<file path="src/rtl/call_ret_seq.sv">
// Program-counter sequencer feeding a return-address stack: CALL/RET/JMP, occupancy, settle stall, ovf/unf.
// Optional macro CALL_RET_SEQ_RA_FWD_EN forwards the last pushed return address so an unsettled RET need not stall.
module call_ret_seq #(
    parameter int               NBITS  = 8,
    parameter int               NADDR  = 7,
    parameter int               DEPTH  = 2,
    parameter logic [NBITS-1:0] RST_PC = '0
) (
    input  logic             clk,
    input  logic             rst,
    input  logic             en,
    input  logic             jmp,
    input  logic             call,
    input  logic             ret,
    input  logic [NBITS-1:0] target,
    input  logic [NBITS-1:0] stack_out,
    output logic [NBITS-1:0] pc,
    output logic             push,
    output logic             pop,
    output logic [NBITS-1:0] stack_in,
    output logic             stall,
    output logic [NADDR-1:0] depth,
    output logic             ovf,
    output logic             unf
);

    localparam logic [NADDR-1:0] DEPTH_C    = NADDR'(DEPTH);
    localparam logic [NBITS-1:0] ONE_C      = NBITS'(1);
    localparam logic [NADDR-1:0] DONE_C     = NADDR'(1);
    localparam logic [1:0]       SETTLED_C  = 2'd2;

    logic [NBITS-1:0] pc_q, pc_d;
    logic [NADDR-1:0] depth_q, depth_d;
    logic             ovf_q, ovf_d;
    logic             unf_q, unf_d;
    logic [1:0]       settle_q, settle_d;
    logic             push_s, pop_s, stall_s;
    logic             settled_s, nonempty_s, full_s, fwd_ok_s;
    logic [NBITS-1:0] pc_inc_s;
    logic [NBITS-1:0] ret_addr_s;

`ifdef CALL_RET_SEQ_RA_FWD_EN
    logic [NBITS-1:0] shadow_q, shadow_d;
    logic             shadow_vld_q, shadow_vld_d;
`endif

    assign pc_inc_s   = pc_q + ONE_C;
    assign settled_s  = (settle_q == SETTLED_C);
    assign nonempty_s = (depth_q != '0);
    assign full_s     = (depth_q == DEPTH_C);

`ifdef CALL_RET_SEQ_RA_FWD_EN
    // Shadow holds the top entry only while no pop has happened since the push.
    assign fwd_ok_s   = shadow_vld_q;
    assign ret_addr_s = settled_s ? stack_out : shadow_q;
`else
    assign fwd_ok_s   = 1'b0;
    assign ret_addr_s = stack_out;
`endif

    // Next-state and strobe decode with ret > call > jmp > increment priority.
    always_comb begin
        pc_d     = pc_q;
        depth_d  = depth_q;
        ovf_d    = ovf_q;
        unf_d    = unf_q;
        settle_d = settle_q;
        push_s   = 1'b0;
        pop_s    = 1'b0;
        stall_s  = 1'b0;
        if (rst) begin
            pc_d     = RST_PC;
            depth_d  = '0;
            ovf_d    = 1'b0;
            unf_d    = 1'b0;
            settle_d = SETTLED_C;
        end else begin
            // Stall reflects the settle counter even while en is low.
            if (ret && nonempty_s && !settled_s && !fwd_ok_s) begin
                stall_s = 1'b1;
            end else begin
                stall_s = 1'b0;
            end
            if (en) begin
                if (ret) begin
                    if (!nonempty_s) begin
                        unf_d = 1'b1;
                        pc_d  = pc_inc_s;
                    end else if (settled_s || fwd_ok_s) begin
                        pop_s   = 1'b1;
                        pc_d    = ret_addr_s;
                        depth_d = depth_q - DONE_C;
                    end else begin
                        pc_d = pc_q;
                    end
                end else if (call) begin
                    pc_d = target;
                    if (full_s) begin
                        ovf_d = 1'b1;
                    end else begin
                        push_s  = 1'b1;
                        depth_d = depth_q + DONE_C;
                    end
                end else if (jmp) begin
                    pc_d = target;
                end else begin
                    pc_d = pc_inc_s;
                end
            end else begin
                pc_d = pc_q;
            end
            if (push_s || pop_s) begin
                settle_d = 2'd0;
            end else if (settled_s) begin
                settle_d = SETTLED_C;
            end else begin
                settle_d = settle_q + 2'd1;
            end
        end
    end

`ifdef CALL_RET_SEQ_RA_FWD_EN
    // Shadow return-address capture and validity tracking.
    always_comb begin
        shadow_d     = shadow_q;
        shadow_vld_d = shadow_vld_q;
        if (rst) begin
            shadow_vld_d = 1'b0;
        end else if (push_s) begin
            shadow_d     = pc_inc_s;
            shadow_vld_d = 1'b1;
        end else if (pop_s) begin
            shadow_vld_d = 1'b0;
        end else begin
            shadow_vld_d = shadow_vld_q;
        end
    end

    // Shadow register state.
    always_ff @(posedge clk) begin
        shadow_q     <= shadow_d;
        shadow_vld_q <= shadow_vld_d;
    end
`endif

    // Sequencer state registers; reset is folded into the _d logic.
    always_ff @(posedge clk) begin
        pc_q     <= pc_d;
        depth_q  <= depth_d;
        ovf_q    <= ovf_d;
        unf_q    <= unf_d;
        settle_q <= settle_d;
    end

    assign pc       = pc_q;
    assign depth    = depth_q;
    assign ovf      = ovf_q;
    assign unf      = unf_q;
    assign push     = push_s;
    assign pop      = pop_s;
    assign stall    = stall_s;
    assign stack_in = pc_inc_s;

endmodule

</file>
<file path="config.mk">
export PLATFORM = sky130hd
export DESIGN_NAME = call_ret_seq
export DESIGN_NICKNAME = d
export VERILOG_FILES = /design/src/rtl/call_ret_seq.sv
export SDC_FILE = /design/constraint.sdc
export NUM_CORES = 1
export LEC_CHECK = 0
export CORE_MARGIN = 2
export CORE_UTILIZATION = 41
export CTS_BUF_LIST = sky130_fd_sc_hd__clkbuf_2
export DETAILED_ROUTE_END_ITERATION = 16
export PLACE_DENSITY = 0.75
export SKIP_CTS_REPAIR_TIMING = 1
export SYNTH_ARGS = -nofsm -noshare
export SYNTH_HDL_FRONTEND = slang
export SYNTH_SLANG_ARGS = --single-unit
</file>
<file path="constraint.sdc">
create_clock -name clk -period 2.2 [get_ports clk]
set_input_delay 0.44 -clock clk [delete_from_list [all_inputs] [get_ports clk]]
set_output_delay 0.44 -clock clk [all_outputs]
set_load 0.05 [all_outputs]
</file>
; Word level (Yosys, flattened, before mapping)
; Index checks and enable logic that the tools add are counted.
[op_classes]
n_addsub = 4
n_eq_ne = 6
muxes = 26
bitwise = 2
reduce_logical = 11
[ops]
columns = op, count
row1 = 8-bit two-way mux, 5
row2 = 7-bit two-way mux, 5
row3 = 1-bit two-way mux, 14
row4 = 8-bit by 1-bit adder with 8-bit output (second input constant), 1
row5 = 7-bit by 1-bit adder with 7-bit output (second input constant), 1
row6 = 7-bit by 2-bit equality test with 1-bit output (second input constant), 1
row7 = 7-bit nonzero test, 1
row8 = 7-bit by 1-bit subtractor with 7-bit output (second input constant), 1
row9 = 5-bit AND reduction, 1
row10 = 2-bit two-way mux, 2
row11 = 2-bit by 1-bit != test with 1-bit output (second input constant), 2
row12 = 4-bit AND reduction, 1
row13 = 3-bit != test (second input constant), 1
row14 = 3-bit AND reduction, 1
row15 = 3-bit OR reduction, 1
row16 = 2-bit by 1-bit adder with 2-bit output (second input constant), 1
row17 = 2-bit equality test (second input constant), 1
row18 = 1-bit logical AND, 2
row19 = 2-bit != test (second input constant), 1
row20 = 1-bit inverter, 2
row21 = 2-bit AND reduction, 1
row22 = 2-bit nonzero test, 1
row23 = 1-bit logical NOT, 1
row24 = 1-bit logical OR, 1
[word_totals]
register_bits = 19
input_bits = 22

; Longest topological paths before layout
[depth]
ltp_word = 8
mapped_depth = 9
mapped_depth_nobuf = 7

; Worst setup path before layout
; Ideal clock, no wire load.
[synth_timing]
kind = reg2out
from = register depth_q[1], in the netlist depth[1]
to = output stall
arrival_time_ns = 2.654
t_required_ns = 1.760
setup_slack_ns = -0.894
path_stages_with_launch = 5
n_path_buf = 1
cell_sequence = dfxtp_1 nor3_2 and2_1 buf_6 nor4_1
[synth_between]
elab_chain_len = 5
[synth_rtl]
columns = element, line
row1 = "start, declared", 33  ; logic [NADDR-1:0] depth_q, depth_d;
row2 = "start signal, assigned", 149  ; depth_q <= depth_d;
row3 = 7-bit nonzero test, 49  ; assign nonempty_s = (depth_q != '0);
row4 = 1-bit logical AND (2 in series), 79  ; if (ret && nonempty_s && !settled_s && !fwd_ok_s) begin
row5 = 1-bit two-way mux, 79
row6 = 1-bit two-way mux, 71  ; if (rst) begin
row7 = "end, declared", 21  ; output logic stall,
; No other way between the ends.

; Worst setup path after layout
[layout_timing]
from = register pc_q[4], in the netlist pc[4]
to = output pc[4]
[layout_rtl]
columns = element, line
row1 = "start, declared", 32  ; logic [NBITS-1:0] pc_q, pc_d;
row2 = "start signal, assigned", 148  ; pc_q <= pc_d;
row3 = "end, declared", 17  ; output logic [NBITS-1:0] pc,
; No word-level cell between the ends.

==> results.py <==
metrics = {
    "hold_path": {
        "hp-start": "settle_q[0]",
        "holdPathStages": 1,
        "hp-class": "reg -> reg",
        "hold_end": "settle_q[0]",
    },
    "sta": {
        "finalSetupViolCount": 0,
        "fmax_mhz": 471,
        "setup_tns_ns": 0,
        "fin_crit_ns": 2.12,
        "tightest_slew_ns": 0.532,
        "slew_viol_final": 0,
        "worst_slack_ns": 0.0788,
        "skew_ns": 0.0239,
        "maxSlewHeadroom_pct": 64.4,
        "hold_viol": 0,
        "rsz0062_at_grt": "no",
        "finalCritPeriodShare_pct": 96.4,
    },
    "worst_setup_path": {
        "worstSetupEndpointType": "output port",
        "worstPathCellList": "clkdlybuf4s50_1",
        "cp-start-kind": "flip-flop",
        "r2r_end": "depth[6]",
        "required_ns": 1.76,
        "path_delay_family": "buffers and inverters",
        "rr_startpoint": "depth[1]",
        "critical_path_class": "reg -> out",
        "cp_max_fo": 5,
        "arrival_ns": 1.68,
        "critPathSlowestCell": "clkdlybuf4s50_1",
        "r2r_cells": 7,
        "ff2ff_setup_slack_ns": 0.45,
        "path_buf_inv": 1,
        "slowest_delay_ns": 0.85,
    },
    "cts": {
        "cts_buffer_depth": 2,
        "cts_buffers": 3,
        "numClockSinks": 19,
        "cts_root_buffer": "clkbuf_2",
        "tritoncts": "built",
        "h-tree-depth": 1,
        "clkTransAtPathRegs_ns": 0.21,
        "clock_latency_ns": 0.32,
    },
    "synth": {
        "ys_seq_elements": 19,
        "yosysTopAreaCellShare_pct": 28.0,
        "synthCells": 164,
        "synth_edf_count": 0,
        "synth_area_leaders": "dfxtp_1, ha_1, nor2_1",
        "avgSynthCellArea_um2": 8.29,
        "synth_ff_type": "dfxtp_1",
        "seq_area_frac_synth_pct": 28.0,
        "async_reset_ff_share_pct": 0,
        "synth.distinct_cells": 48,
        "yosysTopAreaCell": "dfxtp_1",
        "syn_area_um2": 1360,
        "ys_warn_count": 0,
        "syn-num-nets": 194,
    },
    "job": {
        "drv_cap": 0,
    },
    "final_layout": {
        "syn2layout_area_growth_pct": 59.3,
        "layout_common_cells": "clkdlybuf4s50_1, nor2_1, buf_4",
        "post-route-util_pct": 69.8,
        "drive_above_1_share_pct": 24.6,
        "layout.nets": 259,
        "antennaDiodeCount": 0,
        "nFillCells": 267,
        "final_common_cell": "clkdlybuf4s50_1",
    },
    "global_routing": {
        "antenna_found_initial": 0,
        "grt_pass1_wl_mm": 6.74,
        "grtUsageMet2_pct": 41.1,
        "grt_pass1_vias": 1579,
        "use_met1_pct": 27.9,
        "overflow": 0,
        "grt_busiest_layer": "met2",
        "grt_util_all_layers_pct": 23.4,
        "grt_max_degree": 13,
        "met3_usage_pct": 3.57,
    },
    "floorplan": {
        "die_y_um": 61.6,
        "die_area_um2": 3790,
        "fp.dieW_um": 61.6,
        "fp.coreArea_um2": 3100,
        "rows": 20,
        "initial_core_util_pct": 43.8,
        "io_pins": 50,
    },
    "drt": {
        "first_pass_iters": 4,
        "avgRoutedWirePerCell_um": 15.8,
        "dr_total_vias": 1539,
        "viasPerCell": 5.66,
        "postRouteAntennaNets": 0,
        "wl_mm": 4.30,
        "drt_iter0_markers": 71,
        "drc": 0,
    },
    "power": {
        "power_per_cell_area_nw_per_um2": 1020,
        "ir_worst_vdd_uv": 570,
        "p_total_mw": 2.20,
        "p_leak_nw": 0.898,
    },
    "status": {
        "status": "complete, no violations",
    },
    "placement": {
        "preCtsSetupSlack_ns": -0.0518,
        "portBuffers": 49,
        "dpl.hpwl_mm": 3.33,
        "gp_congestion": 0.894,
    },
}
-- per-layer routing --
metal,vias to the layer above,share of wire [%]
met1,710,41
li1,740,-
met4,0,1.6
met2,80,50
met5,-,0
met3,9,6.8
-- synth_stat cells (all sizes together) (4+ instances only) --
library cell,count
nor3,8
ha,7
a21oi,7
dfxtp,19
inv,7
xnor2,5
nand3,6
o21ai,7
nor2,22
a32oi,4
nand2,14
a311oi,7
buf,4
a31oi,6
-- flip-flops by register name (all words and copies together), names as in the netlist --
| name | cells |
|---|---|
| depth | 7 |
| pc | 8 |
| unf | 1 |
| settle_q | 2 |
| ovf | 1 |
-- area by class of cell --
class                           instances  area [um^2]  area share (%)
Clock buffer                            3         15.0           0.693
Clock inverter                          1         5.00           0.231
Inverter                                7         26.3            1.21
Multi-Input combinational cell        132          987            45.6
Sequential cell                        19          390            18.0
Tap cell                               44         55.1            2.54
Timing Repair Buffer                   66          688            31.8
-- worst max-delay path by stage --
stage                         from     endpoint  slack [ns]  cells after the start
final                        pc[4]        pc[4]        0.08                      1
after global routing         pc[4]        pc[4]       0.007                      1
after CTS                    pc[2]  stack_in[7]       -0.12                      4
after detailed placement       ret     depth[6]       -0.05                      8
after global placement         ret     depth[5]      -0.008                      8
after floorplan           depth[1]        stall        0.02                      4
-- kinds of logic after synthesis --
kind of cell	synth area share (%)
AO/OA/AOI/OAI	28.1
XOR/XNOR	5.15
adder cells (fa/ha/maj)	7.91
buffers and inverters	5.06
flip-flops	28.0
multiplexers	2.21
AND/OR/NAND/NOR	23.6
-- where the power goes --
| part | switching, mW | total [mW] | leakage, nW | internal (mW) |
|---|---|---|---|---|
| sequential | 0.118 | 0.546 | 0.158 | 0.429 |
| clock | 0.117 | 0.158 | 0.0164 | 0.0412 |
| combinational | 0.897 | 1.50 | 0.724 | 0.604 |
-- per-stage QoR --
step	area, um^2	cells	hold slack [ns]
final	2170	272	0.471
after global routing	2170	272	0.494
after CTS	2120	272	0.459
after detailed placement	2100	268	0.434
after global placement	2100	268	0.407
after floorplan	1410	164	0.401
No activity file was read; power rests on OpenSTA's default activity.
